### config.mk
export PLATFORM = sky130hd
export DESIGN_NAME = alarm_trigger_ctrl
export DESIGN_NICKNAME = d
export VERILOG_FILES = /design/src/rtl/alarm_trigger_ctrl.sv
export SDC_FILE = /design/constraint.sdc
export NUM_CORES = 1
export LEC_CHECK = 0
export BUFFER_PORTS_ARGS = -buffer_cell sky130_fd_sc_hd__buf_2
export CELL_PAD_IN_SITES_DETAIL_PLACEMENT = 0
export CELL_PAD_IN_SITES_GLOBAL_PLACEMENT = 2
export CORE_ASPECT_RATIO = 0.5
export CORE_MARGIN = 2
export CORE_UTILIZATION = 23
export DETAILED_ROUTE_END_ITERATION = 8
export PLACE_DENSITY_LB_ADDON = 0.1
export REMOVE_ABC_BUFFERS = 1
export SLEW_MARGIN = 20
export SYNTH_ARGS = -nofsm -noshare
export SYNTH_HDL_FRONTEND = slang
export SYNTH_SLANG_ARGS = --single-unit
### constraint.sdc
create_clock -name Clk -period 2.05 [get_ports Clk]
set_clock_uncertainty 0.2 [all_clocks]
set_input_delay 0.1025 -clock Clk [delete_from_list [all_inputs] [get_ports Clk]]
set_output_delay 0.1025 -clock Clk [all_outputs]
set_load 0.05 [all_outputs]
### src/rtl/alarm_trigger_ctrl.sv
// Weekday alarm trigger: selects today's alarm word, fires on a minute match, runs the ring/snooze FSM.
// Latency: min_tick in cycle N -> ringing/buzzer high in cycle N+1; all outputs registered.
// No backpressure: button edges and ticks act the cycle they arrive. Optional: ALARM_BEEP_PATTERN_EN.
module alarm_trigger_ctrl #(
    parameter int unsigned SNOOZE_MIN     = 9,
    parameter int unsigned RING_TIMEOUT_S = 60,
    parameter int unsigned MAX_SNOOZE     = 3
) (
    input  logic        Clk,
    input  logic        Clr,
    input  logic [12:0] Q_r0,
    input  logic [12:0] Q_r1,
    input  logic [12:0] Q_r2,
    input  logic [12:0] Q_r3,
    input  logic [12:0] Q_r4,
    input  logic [12:0] Q_r5,
    input  logic [12:0] Q_r6,
    input  logic [2:0]  day,
    input  logic [5:0]  cur_hour,
    input  logic [5:0]  cur_min,
    input  logic        min_tick,
    input  logic        sec_tick,
    input  logic        snooze,
    input  logic        stop,
    output logic        buzzer,
    output logic        ringing,
    output logic        snoozing,
    output logic [1:0]  snooze_left
);

    localparam logic [8:0] TIMEOUT_W  = 9'(RING_TIMEOUT_S);
    localparam logic [5:0] SNZ_MIN_W  = 6'(SNOOZE_MIN);
    localparam logic [1:0] MAX_SNZ_W  = 2'(MAX_SNOOZE);

    typedef enum logic [1:0] {
        S_IDLE   = 2'd0,
        S_RING   = 2'd1,
        S_SNOOZE = 2'd2
    } state_t;

    state_t      state, state_nxt;
    logic [12:0] sel;
    logic        match;
    logic        snooze_q, stop_q;
    logic        snooze_edge, stop_edge;
    logic [7:0]  ring_cnt, ring_cnt_nxt;
    logic [5:0]  snz_cnt, snz_cnt_nxt;
    logic [1:0]  snooze_left_nxt;
    logic        buzzer_nxt;
    logic        timeout_hit;

    // Pick the alarm word for today; an invalid weekday yields a disabled word.
    always_comb begin
        sel = 13'd0;
        case (day)
            3'd0:    sel = Q_r0;
            3'd1:    sel = Q_r1;
            3'd2:    sel = Q_r2;
            3'd3:    sel = Q_r3;
            3'd4:    sel = Q_r4;
            3'd5:    sel = Q_r5;
            3'd6:    sel = Q_r6;
            default: sel = 13'd0;
        endcase
    end

    assign match       = sel[12] && (sel[11:6] == cur_hour) && (sel[5:0] == cur_min);
    assign snooze_edge = snooze && !snooze_q;
    assign stop_edge   = stop && !stop_q;
    // The tick that would bring the ring counter up to the limit ends the ring on that same edge.
    assign timeout_hit = sec_tick && (({1'b0, ring_cnt} + 9'd1) == TIMEOUT_W);

    // Button history for rising-edge detection.
    always_ff @(posedge Clk or negedge Clr) begin
        if (!Clr) begin
            snooze_q <= 1'b0;
            stop_q   <= 1'b0;
        end else begin
            snooze_q <= snooze;
            stop_q   <= stop;
        end
    end

    // Next-state, counters and buzzer; stop beats snooze, both beat the ring timeout.
    always_comb begin
        state_nxt       = state;
        ring_cnt_nxt    = ring_cnt;
        snz_cnt_nxt     = snz_cnt;
        snooze_left_nxt = snooze_left;
        buzzer_nxt      = 1'b0;
        case (state)
            S_IDLE: begin
                if (min_tick && match) begin
                    state_nxt       = S_RING;
                    ring_cnt_nxt    = 8'd0;
                    snooze_left_nxt = MAX_SNZ_W;
                end
            end
            S_RING: begin
                if (stop_edge) begin
                    state_nxt = S_IDLE;
                end else if (snooze_edge) begin
                    if (snooze_left != 2'd0) begin
                        state_nxt       = S_SNOOZE;
                        snooze_left_nxt = snooze_left - 2'd1;
                        snz_cnt_nxt     = SNZ_MIN_W;
                    end else begin
                        state_nxt = S_IDLE;
                    end
                end else if (timeout_hit) begin
                    state_nxt = S_IDLE;
                end else if (sec_tick) begin
                    ring_cnt_nxt = ring_cnt + 8'd1;
                end
            end
            S_SNOOZE: begin
                if (stop_edge) begin
                    state_nxt = S_IDLE;
                end else if (min_tick) begin
                    if (snz_cnt <= 6'd1) begin
                        state_nxt    = S_RING;
                        ring_cnt_nxt = 8'd0;
                        snz_cnt_nxt  = 6'd0;
                    end else begin
                        snz_cnt_nxt = snz_cnt - 6'd1;
                    end
                end
            end
            default: state_nxt = S_IDLE;
        endcase
`ifdef ALARM_BEEP_PATTERN_EN
        // Beep: start on at ring entry, flip each second while ringing.
        if (state_nxt != S_RING)
            buzzer_nxt = 1'b0;
        else if (state != S_RING)
            buzzer_nxt = 1'b1;
        else if (sec_tick)
            buzzer_nxt = !buzzer;
        else
            buzzer_nxt = buzzer;
`else
        buzzer_nxt = (state_nxt == S_RING);
`endif
    end

    // State, counters and registered outputs; Clr low clears everything at once.
    always_ff @(posedge Clk or negedge Clr) begin
        if (!Clr) begin
            state       <= S_IDLE;
            ring_cnt    <= 8'd0;
            snz_cnt     <= 6'd0;
            snooze_left <= MAX_SNZ_W;
            buzzer      <= 1'b0;
            ringing     <= 1'b0;
            snoozing    <= 1'b0;
        end else begin
            state       <= state_nxt;
            ring_cnt    <= ring_cnt_nxt;
            snz_cnt     <= snz_cnt_nxt;
            snooze_left <= snooze_left_nxt;
            buzzer      <= buzzer_nxt;
            ringing     <= (state_nxt == S_RING);
            snoozing    <= (state_nxt == S_SNOOZE);
        end
    end

endmodule

-- Word-level counts from Yosys, hierarchy flattened
Index checks and enable logic that the tools add are counted.
Widths: inputs -> output; s select.
- register bits after elaboration: 22
- logic and storage cells: 84
- input port bits: 112
- output and inout bits: 5
- mux-type cells: 31
- add/subtract/negate cells: 4
- $lt $le $gt $ge: 1
- eq/ne operators: 23
- reduce and logical (&&, ||, !) cells: 17
- operator list (kind ; number):
    $pmux 13 s7 ; 1
    $mux 8 ; 8
    $mux 6 ; 6
    $mux 2 ; 12
    $pmux 8 s3 ; 1
    $ne 2x2->1 const B ; 10
    $eq 6x6->1 ; 2
    $pmux 6 s2 ; 1
    $add 8x1->9 const B ; 1
    $eq 3x3->1 const B ; 3
    $eq 9x6->1 const B ; 1
    $reduce_and 9->1 ; 1
    $add 8x1->8 const B ; 1
    $eq 3x2->1 const B ; 2
    $le 6x1->1 const B ; 1
    $logic_and 1x1->1 ; 6
    $pmux 2 s3 ; 1
    $reduce_and 6->1 ; 1
    $reduce_bool 2->1 ; 3
    $sub 6x1->6 const B ; 1
    $reduce_and 5->1 ; 1
    $eq 2x1->1 const B ; 2
    $eq 2x2->1 const B ; 2
    $pmux 2 s2 ; 1
    6 further kinds ; 7

-- Depth between registers and ports, before layout
Gate-level depths: netlist of run 1.
- word-level depth: 9
- mapped depth: 10
- depth with buffers taken out: 9

-- Least setup slack after synthesis of run 1
OpenSTA, ideal clock, no wires.
- path type: flip-flop to flip-flop
- start: register ring_cnt[0]
- end: register ring_cnt[6]
- library setup time: 0.129 ns
- data required time: 1.721 ns
- slack: -0.238 ns
- arrival: 1.959 ns
- clock period less this slack: 2.288 ns
- cell stages (with the launch flop): 9
- path through: dfrtp_1 > nand3_1 > or3_1 > a211oi_2 > a31oi_2 > a21o_1 > buf_6 > a221oi_2 > o21ai_1
- longest elaborated chain between the ends: 6
- elaborated cells on any way between the ends: 11
- those cells by class: 2 x add/sub; 2 x eq/ne; 5 x mux; 2 x reduce/logical
- ends and longest elaborated chain (item ; line ; source):
    start, declared ; 46 ; logic [7:0] ring_cnt, ring_cnt_nxt;
    start signal, assigned ; 158 ; ring_cnt <= ring_cnt_nxt;
    parallel branches: the longest is 6 deep, another holds $add 8x1->9 ; - ;
Several ways; the timed one is not identified. The select of a mux whose other input is x is not followed.
A chain may end at the register's enable or synchronous reset.

-- Worst setup path in the final report of run 1
- start: register ring_cnt[0]
- end: register ring_cnt[5]
Same word-level chain as after synthesis.

==> results.toml, run 1 <==
[logic_synthesis]
postSynthRegisterBits = 22
syn-mean-instance-area_um2 = 8.17
synth_cell_type_count = 55
post_synth_instance_area_um2 = 2420
yosysWarnings = 0
synth_edf_count = 0
synthArstFlopShare_pct = 100
ys.flop_type = "sky130_fd_sc_hd__dfrtp_1"
yosysSeqAreaShare_pct = 22.9
gate_count_after_technology_mapping = 296

[die]
die_area_um2 = 11400
initial_cell_density_of_the_core_pct = 23.7
die_x_um = 149
placeableCoreArea_um2 = 10200
rows = 26
die_h_um = 76.5
ioPinCount = 117

[critical_path]
type_of_the_worst_setup_path = "reg -> reg"
worstPathRequired_ns = 1.99
endpoint_kind = "flop"
crit_chain = "nand3_2 > buf_4 > or2_1 > o21ai_2 > a31oi_2 > a21o_4 > a221oi_2 > o21ai_1"
slowest_delay_ns = 0.43
critPathMaxFanout = 8
critical_path_arrival_ns = 2.09
timing.critical_path.slowest_stage_cell = "sky130_fd_sc_hd__dfrtp_1"
rrSetupSlack_ns = -0.09
timing.critical_path.from_type = "flop"

[finish]
nFillCells = 1073
antenna_cells = 0
areaGrowthSynthToFinish_pct = 65.3
layout-drive-gt1-share_pct = 51.4
instances_no_fill = 609
design.final.nets = 587
fin_util_pct = 39.1

[global_routing]
grt_antenna_before_repair = 0
sum_of_overflow_across_all_layers_after_global_routing = 0
grt_max_degree = 23
first_pass_grt_wire_length_um = 13700
grt_usage_pct = 14.7
first_global_vias = 2917

[drt]
dr_total_vias = 2806
drt_pre_antenna_iters = 4
mean_number_of_vias_per_cell = 4.61
detail_route.wirelength_um = 8560
detail_route.drc_violations = 0
first_iter_violations = 87
drt_wl_cell_um = 14.1
ant_nets = 0

[placed_design]
buffer_ports.inserted = 116
dp_slack_ns = -0.449
post-place-cells = 596
dpl.hpwl_um = 6940
gp_congestion = 0.752

[sta]
worst_pin_slew_ns = 0.519
unrepaired_setup_endpoints_after_global_routing = "yes"
setup_slack_ns = -0.0945
timing_hold_violations_final = 0
hold_slack_ns = 0.0586
slew_headroom_pct = 65.4
clock.fmax_ghz = 0.466
final.setup.tns_ns = -0.600
timing_max_transition_violations_final = 0
layout_worst_path_cycle_share_pct = 105
timing.final.setup_violations = 8
layout_min_cycle_time_ns = 2.14

[pwr]
cellLeakagePower_nw = 1.94
internal_power_mw = 1.52
share_comb_of_total_power_pct = 49.5
netSwitchingFraction_pct = 35.4
clkPwrFrac_pct = 24.1
switching_power_mw = 0.830
worst_ir_drop_vdd_mv = 0.261
power_per_cell_area_nw_per_um2 = 587
seq_power_share_pct = 26.4

[clock_tree]
number_of_buffers_inserted_during_clock_tree_synthesis = 3
htree_num_levels = 1
cts_tree = "done"
root_buffer = "sky130_fd_sc_hd__clkbuf_16"
clkSlewWorstSetupHoldPaths_ns = 0.07
clkSinkCount = 22
cts.path.max_buffers = 2
worst_skew_pair.late_latency_ns = 0.26

[run]
max-cap-violations = 0

[worst_hold_path]
hp-class = "in -> reg"

[status]
failing_checks = "negative setup slack"
run_status = "finished, violations left"
==> worst max-delay path, delay by kind of cell, from the launching register on <==
kind	cells	cell delay, ns
buffers and inverters	1	0.16
AOI/OAI and AO/OA	5	0.87
and+or+nand+nor	2	0.36
DFF	1	0.43
==> metal layers <==
| metal | track usage, % | up-vias | routed length (µm) |
|---|---|---|---|
| met5 | 0 | - | 0 |
| met3 | 2.69 | 4 | 461 |
| met1 | 19.2 | 1292 | 3870 |
| met4 | 2.57 | 0 | 51 |
| li1 | - | 1439 | - |
| met2 | 25.7 | 71 | 4180 |
==> worst paths after layout <==
path                                          from                 endpoint  depth (start not counted)
max                        ring_cnt[0]$_DFFE_PN0P_  ring_cnt[5]$_DFFE_PN0P_                          8
max in group asynchronous                      Clr   snz_cnt[0]$_DFFE_PN0P_                          2
min                                       min_tick       snoozing$_DFF_PN0_                          4
min reg2reg                 snz_cnt[5]$_DFFE_PN0P_   snz_cnt[5]$_DFFE_PN0P_                          1
min in group asynchronous                      Clr  ring_cnt[7]$_DFFE_PN0P_                          2
max reg2reg                ring_cnt[0]$_DFFE_PN0P_  ring_cnt[5]$_DFFE_PN0P_                          8
==> sequential cells by signal, summed over array words and instances (netlist names) <==
register     flops
state            2
ringing          1
snooze_q         1
stop_q           1
snooze_left      2
snz_cnt          6
snoozing         1
ring_cnt         8
==> Yosys cell counts (2+ instances only) <==
cell type / n / area, µm²
sky130_fd_sc_hd__mux2i_1: 28 / 280
sky130_fd_sc_hd__mux4_2: 4 / 90.1
sky130_fd_sc_hd__o2bb2ai_1: 2 / 17.5
sky130_fd_sc_hd__ha_1: 5 / 62.6
sky130_fd_sc_hd__o21ai_0: 15 / 75.1
sky130_fd_sc_hd__nor2_1: 19 / 71.3
sky130_fd_sc_hd__a211oi_1: 10 / 75.1
sky130_fd_sc_hd__nand4_1: 2 / 12.5
sky130_fd_sc_hd__nand2_1: 19 / 71.3
sky130_fd_sc_hd__nand3_1: 13 / 65.1
sky130_fd_sc_hd__a21o_1: 2 / 15.0
sky130_fd_sc_hd__and3b_1: 2 / 17.5
sky130_fd_sc_hd__nor2b_1: 9 / 56.3
sky130_fd_sc_hd__a221oi_2: 2 / 30.0
sky130_fd_sc_hd__clkbuf_1: 4 / 15.0
sky130_fd_sc_hd__a21oi_1: 10 / 50.1
sky130_fd_sc_hd__buf_6: 2 / 22.5
sky130_fd_sc_hd__nor3_1: 10 / 50.1
sky130_fd_sc_hd__a22oi_1: 6 / 45.0
sky130_fd_sc_hd__nor4_1: 5 / 31.3
sky130_fd_sc_hd__nand2b_1: 11 / 68.8
sky130_fd_sc_hd__mux2_2: 4 / 45.0
sky130_fd_sc_hd__dfrtp_1: 20 / 500
sky130_fd_sc_hd__or3_1: 5 / 31.3
sky130_fd_sc_hd__buf_4: 4 / 30.0
sky130_fd_sc_hd__o22ai_1: 5 / 31.3
sky130_fd_sc_hd__buf_2: 4 / 20.0
sky130_fd_sc_hd__o31ai_1: 2 / 15.0
sky130_fd_sc_hd__o21ai_1: 10 / 50.1
sky130_fd_sc_hd__xnor2_1: 10 / 87.6
sky130_fd_sc_hd__a221o_1: 4 / 40.0
sky130_fd_sc_hd__and2_1: 2 / 12.5
sky130_fd_sc_hd__nor3b_1: 2 / 15.0
sky130_fd_sc_hd__dfstp_2: 2 / 52.6
sky130_fd_sc_hd__and3_1: 2 / 12.5
sky130_fd_sc_hd__inv_1: 21 / 78.8
==> per-stage QoR <==
step	cell area (µm²)	total power [mW]
2_1_floorplan	2330	1.07
3_3_place_gp	3560	1.58
3_5_place_dp	3560	1.59
4_1_cts	3850	2.30
5_1_grt	4000	2.52
6_report	4000	2.35
==> area by class of cell <==
class                           count  area, µm²  share of cell area [%]
Clock buffer                        3       75.1                    1.88
Inverter                           21       78.8                    1.97
Tap cell                          140        175                    4.38
Sequential cell                    22        557                    13.9
Multi-Input combinational cell    238       1910                    47.9
Timing Repair Buffer              184       1170                    29.2
Clock inverter                      1       30.0                   0.751
==> layout by cell type (no fill, tap or decap), drive strengths merged, types with 3 or more instances in the layout <==
master       count
nand3           13
o22ai            5
a221oi           3
mux2             6
buf            181
inv             21
mux4             4
or3              5
nand2b          11
ha               5
a22oi            6
clkbuf           3
nor4             5
nand2           19
xnor2           10
dfrtp           20
a21oi           10
o21ai           25
a221o            4
dlygate4sd3      3
nor2b            9
a211oi          11
nor2            20
mux2i           28
nor3            10
==> cell families (layout without fill, tap and decap cells) <==
group | count (synthesis) | after routing | share of synthesized area [%]
AO/OA/AOI/OAI | 76 | 76 | 21.5
XOR/XNOR | 11 | 11 | 3.98
adder cells (fa/ha/maj) | 5 | 5 | 2.59
buffers and inverters | 36 | 209 | 7.04
flip-flops | 22 | 22 | 22.9
multiplexers | 38 | 38 | 18.3
AND/OR/NAND/NOR | 108 | 108 | 23.7
==> power by group through the flow <==
stage,sequential (mW),clock [mW],combinational [mW]
floorplan,0.630,0,0.437
global placement,0.611,0,0.967
detailed placement,0.611,0,0.983
CTS,0.614,0.584,1.10
global route,0.631,0.600,1.29
finish,0.619,0.567,1.16
==> what timing repair did <==
item                                    in CTS  in global routing
resized for setup                           30                 32
hold buffers                                 3                  0
hold endpoints to repair                    24                  0
pin swaps                                   17                 13
endpoints found under the setup margin      17                 17
setup buffers                                3                  3
Power figures use the tool's default switching activity.
==> inputs of run 2 (changes only) <==
- ABC_AREA: unset -> 1
- CORE_UTILIZATION: 23 -> 20
==> results.toml, run 2 <==
[status]
run_status = "finished, violations left"
failing_checks = "negative setup slack"

[finish]
layout-drive-gt1-share_pct = 38.4
layout_common_cells = "119 x sky130_fd_sc_hd__nand2_1, 116 x sky130_fd_sc_hd__buf_2, 62 x sky130_fd_sc_hd__nor2_1, 57 x sky130_fd_sc_hd__buf_4, 45 x sky130_fd_sc_hd__nand3_1"
design.final.nets = 724
multi_input_area_um2 = 1820
layout.cell_area.non_filler_um2 = 4080
areaGrowthSynthToFinish_pct = 61.0
largest-register = "ring_cnt"
instances_no_fill = 772
ff_latch_area_um2 = 556
mostFrequentLayoutCell = "sky130_fd_sc_hd__nand2_1"
fin_util_pct = 33.8
nFillCells = 1389
top_regs = "ring_cnt x8, snz_cnt x6"
largest_reg_flops = 8

[pwr]
power_per_cell_area_nw_per_um2 = 497
p_total_mw = 2.03
cellLeakagePower_nw = 2.21
worst_ir_drop_vdd_mv = 0.350

[die]
die_area_um2 = 13600
ioPinCount = 117
die_h_um = 83.6
placeableCoreArea_um2 = 12100
rows = 28
initial_cell_density_of_the_core_pct = 21.0
die_x_um = 163

[sta]
unrepaired_setup_endpoints_after_global_routing = "yes"
slew_headroom_pct = 64.3
hold_slack_ns = 0.155
worst_pin_slew_ns = 0.535
setup_slack_ns = -0.0270
layout_min_cycle_time_ns = 2.08
timing.final.setup_violations = 7
timing_max_transition_violations_final = 0
layout_worst_path_cycle_share_pct = 101
timing_hold_violations_final = 0
final.setup.tns_ns = -0.142
clock.fmax_ghz = 0.481

[critical_path]
timing.critical_path.from_type = "flop"
endpoint_kind = "flop"
type_of_the_worst_setup_path = "reg -> reg"
worstReg2RegStart = "ring_cnt[1]$_DFFE_PN0P_"
critical_path_arrival_ns = 2.03
cp-startpoint = "ring_cnt[1]$_DFFE_PN0P_"
critPathMaxFanout = 7
rrSetupSlack_ns = -0.03
worstPathRequired_ns = 2.00

[logic_synthesis]
yosysSeqAreaShare_pct = 21.8
postSynthRegisterBits = 22
synthArstFlopShare_pct = 100
yosysWarnings = 0
netlist.top_cell.by_area = "sky130_fd_sc_hd__dfrtp_1"
cell_with_the_most_instances_after_synthesis = "sky130_fd_sc_hd__nand2_1"
yosysTopAreaCellShare_pct = 19.8
post_synth_instance_area_um2 = 2530
synth.area.top_cells = "sky130_fd_sc_hd__dfrtp_1 20%, sky130_fd_sc_hd__nand2_1 18%, sky130_fd_sc_hd__nor2_1 11%"
post_synth_most_frequent_cells = "121 x sky130_fd_sc_hd__nand2_1, 71 x sky130_fd_sc_hd__nor2_1, 53 x sky130_fd_sc_hd__nand3_1"
synth_cell_type_count = 35
syn-mean-instance-area_um2 = 5.77
gate_count_after_technology_mapping = 439
ys.flop_type = "sky130_fd_sc_hd__dfrtp_1"
synth_edf_count = 0

[clock_tree]
worst_skew_pair.late_latency_ns = 0.26
cts_tree = "done"
htree_num_levels = 1
number_of_buffers_inserted_during_clock_tree_synthesis = 3
root_buffer = "sky130_fd_sc_hd__clkbuf_16"
cts.path.max_buffers = 2
clkSlewWorstSetupHoldPaths_ns = 0.06
clkSinkCount = 22

[worst_hold_path]
hp-class = "in -> reg"
worstHoldStart = "min_tick"

[placed_design]
post-place-cells = 756
dp_slack_ns = -0.204
gp_congestion = 0.811
dpl.hpwl_um = 8390
buffer_ports.inserted = 116
post_dp_cell_area_um2 = 3720

[drt]
dr_total_vias = 3407
drt_wl_cell_um = 13.2
first_iter_violations = 102
detail_route.drc_violations = 0
drt_pre_antenna_iters = 4
detail_route.wirelength_um = 10200
mean_number_of_vias_per_cell = 4.41
ant_nets = 0

[run]
max-cap-violations = 0

[global_routing]
sum_of_overflow_across_all_layers_after_global_routing = 0
grt_max_degree = 23
grt_antenna_before_repair = 1
first_global_vias = 3487
first_pass_grt_wire_length_um = 16600
grt_usage_pct = 15.0
-- run 2: cell count changes after synthesis, sizes merged, moves of 6 or more --
cell | previous run | this run
nand2 | 19 | 123
nor2 | 20 | 74
nand3 | 13 | 55
nand4 | 2 | 41
inv | 21 | 54
mux2i | 28 | 0
o21ai | 25 | 11
nand2b | 11 | 0
a211oi | 11 | 2
buf | 11 | 20
nor2b | 9 | 0
xnor2 | 10 | 2
mux2 | 6 | 0
-- run 2: final cells by class --
cell class                      instances  share of cell area [%]
Clock inverter                          1                   0.736
Tap cell                              165                    5.06
Clock buffer                            3                    1.84
Timing Repair Buffer                  184                    29.2
Multi-Input combinational cell        342                    44.6
Sequential cell                        22                    13.6
Inverter                               54                    4.97
Antenna cell                            1                  0.0613
-- run 2: cells by family (layout without fill, tap and decap cells) --
family,count (synthesis),after routing,synth area share (%)
flip-flops,22,22,21.8
AO/OA/AOI/OAI,27,27,6.27
other,0,1,0
AND/OR/NAND/NOR,305,305,55.0
buffers and inverters,75,242,12.7
adder cells (fa/ha/maj),5,5,2.47
XOR/XNOR,5,5,1.73
-- run 2: layer usage --
metal  GRT usage (%)  up-vias  part of all wire (%)
met3            2.29       12                   4.4
li1                -     1775                     -
met5               0        -                     0
met1            19.4     1548                    47
met4            2.98        0                   1.3
met2            26.5       72                    48
-- run 2: final timing paths --
check                                              to  cells after the start
max in group asynchronous          state[0]$_DFF_PN0_                      2
min reg2reg                snooze_left[1]$_DFFE_PN1P_                      2
min in group asynchronous      snz_cnt[4]$_DFFE_PN0P_                      2
min                                state[1]$_DFF_PN0_                      4
max reg2reg                   ring_cnt[6]$_DFFE_PN0P_                     12
max                           ring_cnt[6]$_DFFE_PN0P_                     12
-- run 2: timing repair --
item                                    in CTS  in global routing
gates resized for setup                     13                 32
hold buffers                                 3                  0
cloned                                       0                  0
endpoints found under the setup margin      12                 17
endpoints found under the hold margin       22                  0
setup buffers                                4                  4
pin swaps                                    4                 15
-- run 2: where the power goes --
part	total (mW)	switching, mW	internal (mW)
logic	0.903	0.502	0.402
registers	0.566	0.0512	0.515
clock network	0.558	0.170	0.388
-- run 2: critical path: stages, from the launching register on --
cell	delay (ns)
sky130_fd_sc_hd__dfrtp_1	0.42
sky130_fd_sc_hd__ha_2	0.25
sky130_fd_sc_hd__nand3_4	0.09
sky130_fd_sc_hd__xor2_2	0.15
sky130_fd_sc_hd__inv_1	0.06
sky130_fd_sc_hd__nand2_1	0.05
sky130_fd_sc_hd__nor3_2	0.19
sky130_fd_sc_hd__nand4_1	0.12
sky130_fd_sc_hd__nand2_2	0.10
sky130_fd_sc_hd__nor2_4	0.06
sky130_fd_sc_hd__buf_6	0.14
sky130_fd_sc_hd__nand3_2	0.07
sky130_fd_sc_hd__nand2_1	0.05
==> inputs of run 3 (changes only) <==
- RECOVER_POWER: unset -> 50
==> results.toml, run 3 (synthesis results as in run 2) <==
[drt]
drt_pre_antenna_iters = 4
mean_number_of_vias_per_cell = 4.41
drt_wl_cell_um = 13.2
ant_nets = 0
dr_total_vias = 3407
detail_route.drc_violations = 0
detail_route.wirelength_um = 10200
first_iter_violations = 102

[critical_path]
type_of_the_worst_setup_path = "reg -> reg"
endpoint_kind = "flop"
timing.critical_path.from_type = "flop"
rrSetupSlack_ns = -0.03
crit_top_cell = "sky130_fd_sc_hd__nand2_1"
crit_chain = "ha_2 > nand3_4 > xor2_2 > inv_1 > nand2_1 > nor3_2 > nand4_1 > nand2_2 > nor2_4 > buf_6 > nand3_2 > nand2_1"
worstPathRequired_ns = 2.00
cp_top_family = "simple AND/OR/NAND/NOR gates"
timing.critical_path.slowest_stage_cell = "sky130_fd_sc_hd__dfrtp_1"
critPathMaxFanout = 7
critPathBufInv = 2
slowest_delay_ns = 0.42
critical_path_arrival_ns = 2.03

[sta]
hold_slack_ns = 0.155
setup_slack_ns = -0.0270
slew_headroom_pct = 14.2
layout_min_cycle_time_ns = 2.08
unrepaired_setup_endpoints_after_global_routing = "yes"
final.setup.tns_ns = -0.142
worst_pin_slew_ns = 1.29
timing.final.setup_violations = 7
clock.fmax_ghz = 0.481
timing_max_transition_violations_final = 0
layout_worst_path_cycle_share_pct = 101
timing_hold_violations_final = 0

[pwr]
cellLeakagePower_nw = 2.20
clkPwrFrac_pct = 27.6
switching_power_mw = 0.723
internal_power_mw = 1.30
p_total_mw = 2.03
seq_power_share_pct = 27.9
share_comb_of_total_power_pct = 44.5
netSwitchingFraction_pct = 35.7
power_per_cell_area_nw_per_um2 = 497
worst_ir_drop_vdd_mv = 0.350

[finish]
largest_reg_flops = 8
mostFrequentLayoutCell = "sky130_fd_sc_hd__nand2_1"
instances_no_fill = 772
design.final.nets = 724
layout-drive-gt1-share_pct = 38.0
fin_util_pct = 33.7
areaGrowthSynthToFinish_pct = 60.9
top_regs = "ring_cnt x8, snz_cnt x6"
largest-register = "ring_cnt"
layout_common_cells = "119 x sky130_fd_sc_hd__nand2_1, 113 x sky130_fd_sc_hd__buf_2, 62 x sky130_fd_sc_hd__nor2_1, 57 x sky130_fd_sc_hd__buf_4, 45 x sky130_fd_sc_hd__nand3_1"
layout.cell_area.non_filler_um2 = 4080

[global_routing]
first_pass_grt_wire_length_um = 16600
first_global_vias = 3487
sum_of_overflow_across_all_layers_after_global_routing = 0
grt_usage_pct = 15.0
grt_antenna_before_repair = 1
grt_max_degree = 23

[placed_design]
post_dp_cell_area_um2 = 3720
post-place-cells = 756
dpl.hpwl_um = 8390
buffer_ports.inserted = 116
dp_slack_ns = -0.204
gp_congestion = 0.811

[clock_tree]
number_of_buffers_inserted_during_clock_tree_synthesis = 3
cts_tree = "done"
root_buffer = "sky130_fd_sc_hd__clkbuf_16"
worst_skew_pair.late_latency_ns = 0.26
clkSlewWorstSetupHoldPaths_ns = 0.06
htree_num_levels = 1
clkSinkCount = 22
cts.path.max_buffers = 2

[die]
rows = 28
die_x_um = 163
initial_cell_density_of_the_core_pct = 21.0
ioPinCount = 117
die_h_um = 83.6
die_area_um2 = 13600
placeableCoreArea_um2 = 12100

[status]
failing_checks = "negative setup slack"
run_status = "finished, violations left"

[worst_hold_path]
hp-class = "in -> reg"

[run]
max-cap-violations = 0
## run 3: changes by cell type in the layout (fill, tap and decap cells not counted), sizes merged
| cell | previous run | this run |
|---|---|---|
| buf | 181 | 178 |
| clkbuf | 3 | 6 |
## run 3: worst paths after layout
path                                              end  cells past startpoint                       start
setup / recovery              ring_cnt[6]$_DFFE_PN0P_                     12     ring_cnt[1]$_DFFE_PN0P_
hold / removal                     state[1]$_DFF_PN0_                      4                    min_tick
setup reg to reg              ring_cnt[6]$_DFFE_PN0P_                     12     ring_cnt[1]$_DFFE_PN0P_
hold reg to reg            snooze_left[1]$_DFFE_PN1P_                      2  snooze_left[1]$_DFFE_PN1P_
max in group asynchronous          state[0]$_DFF_PN0_                      2                         Clr
min in group asynchronous      snz_cnt[4]$_DFFE_PN0P_                      2                         Clr
## run 3: area by class of cell
class                   count  area, µm²
clock inverters             1       30.0
fillers                  1392       8010
clock buffers               3       75.1
repair buffers            184       1190
diodes                      1       2.50
inverters                  54        203
flip-flops and latches     22        556
multi-input cells         342       1820
well taps                 165        206
## run 3: worst reg2reg max path: stages (launching register included)
cell and delay (ns):
sky130_fd_sc_hd__dfrtp_1 0.42, sky130_fd_sc_hd__ha_2 0.25, sky130_fd_sc_hd__nand3_4 0.09, sky130_fd_sc_hd__xor2_2 0.15, sky130_fd_sc_hd__inv_1 0.06, sky130_fd_sc_hd__nand2_1 0.05
sky130_fd_sc_hd__nor3_2 0.19, sky130_fd_sc_hd__nand4_1 0.12, sky130_fd_sc_hd__nand2_2 0.10, sky130_fd_sc_hd__nor2_4 0.06, sky130_fd_sc_hd__buf_6 0.14, sky130_fd_sc_hd__nand3_2 0.07
sky130_fd_sc_hd__nand2_1 0.05
## run 3: power by group through the flow
| stage | logic (mW) | registers (mW) | clock network [mW] |
|---|---|---|---|
| floorplan | 0.331 | 0.648 | 0 |
| global placement | 0.867 | 0.570 | 0 |
| detailed placement | 0.864 | 0.568 | 0 |
| CTS | 0.872 | 0.562 | 0.576 |
| global route | 1.02 | 0.573 | 0.590 |
| finish | 0.903 | 0.566 | 0.558 |
## run 3: timing repair
action                                  4_1_cts  5_1_grt
buffers inserted                              4        4
gates resized for setup                      13       32
endpoints found under the setup margin       12       17
hold endpoints to repair                     22        0
pin swaps                                     4       15
hold buffers                                  3        0
## run 3: per-layer routing
metal	part of all wire, %	track usage, %	vias up
met1	47	19.4	1548
met2	48	26.5	72
met3	4.4	2.29	12
met5	0	0	-
met4	1.3	2.98	0
li1	-	-	1775
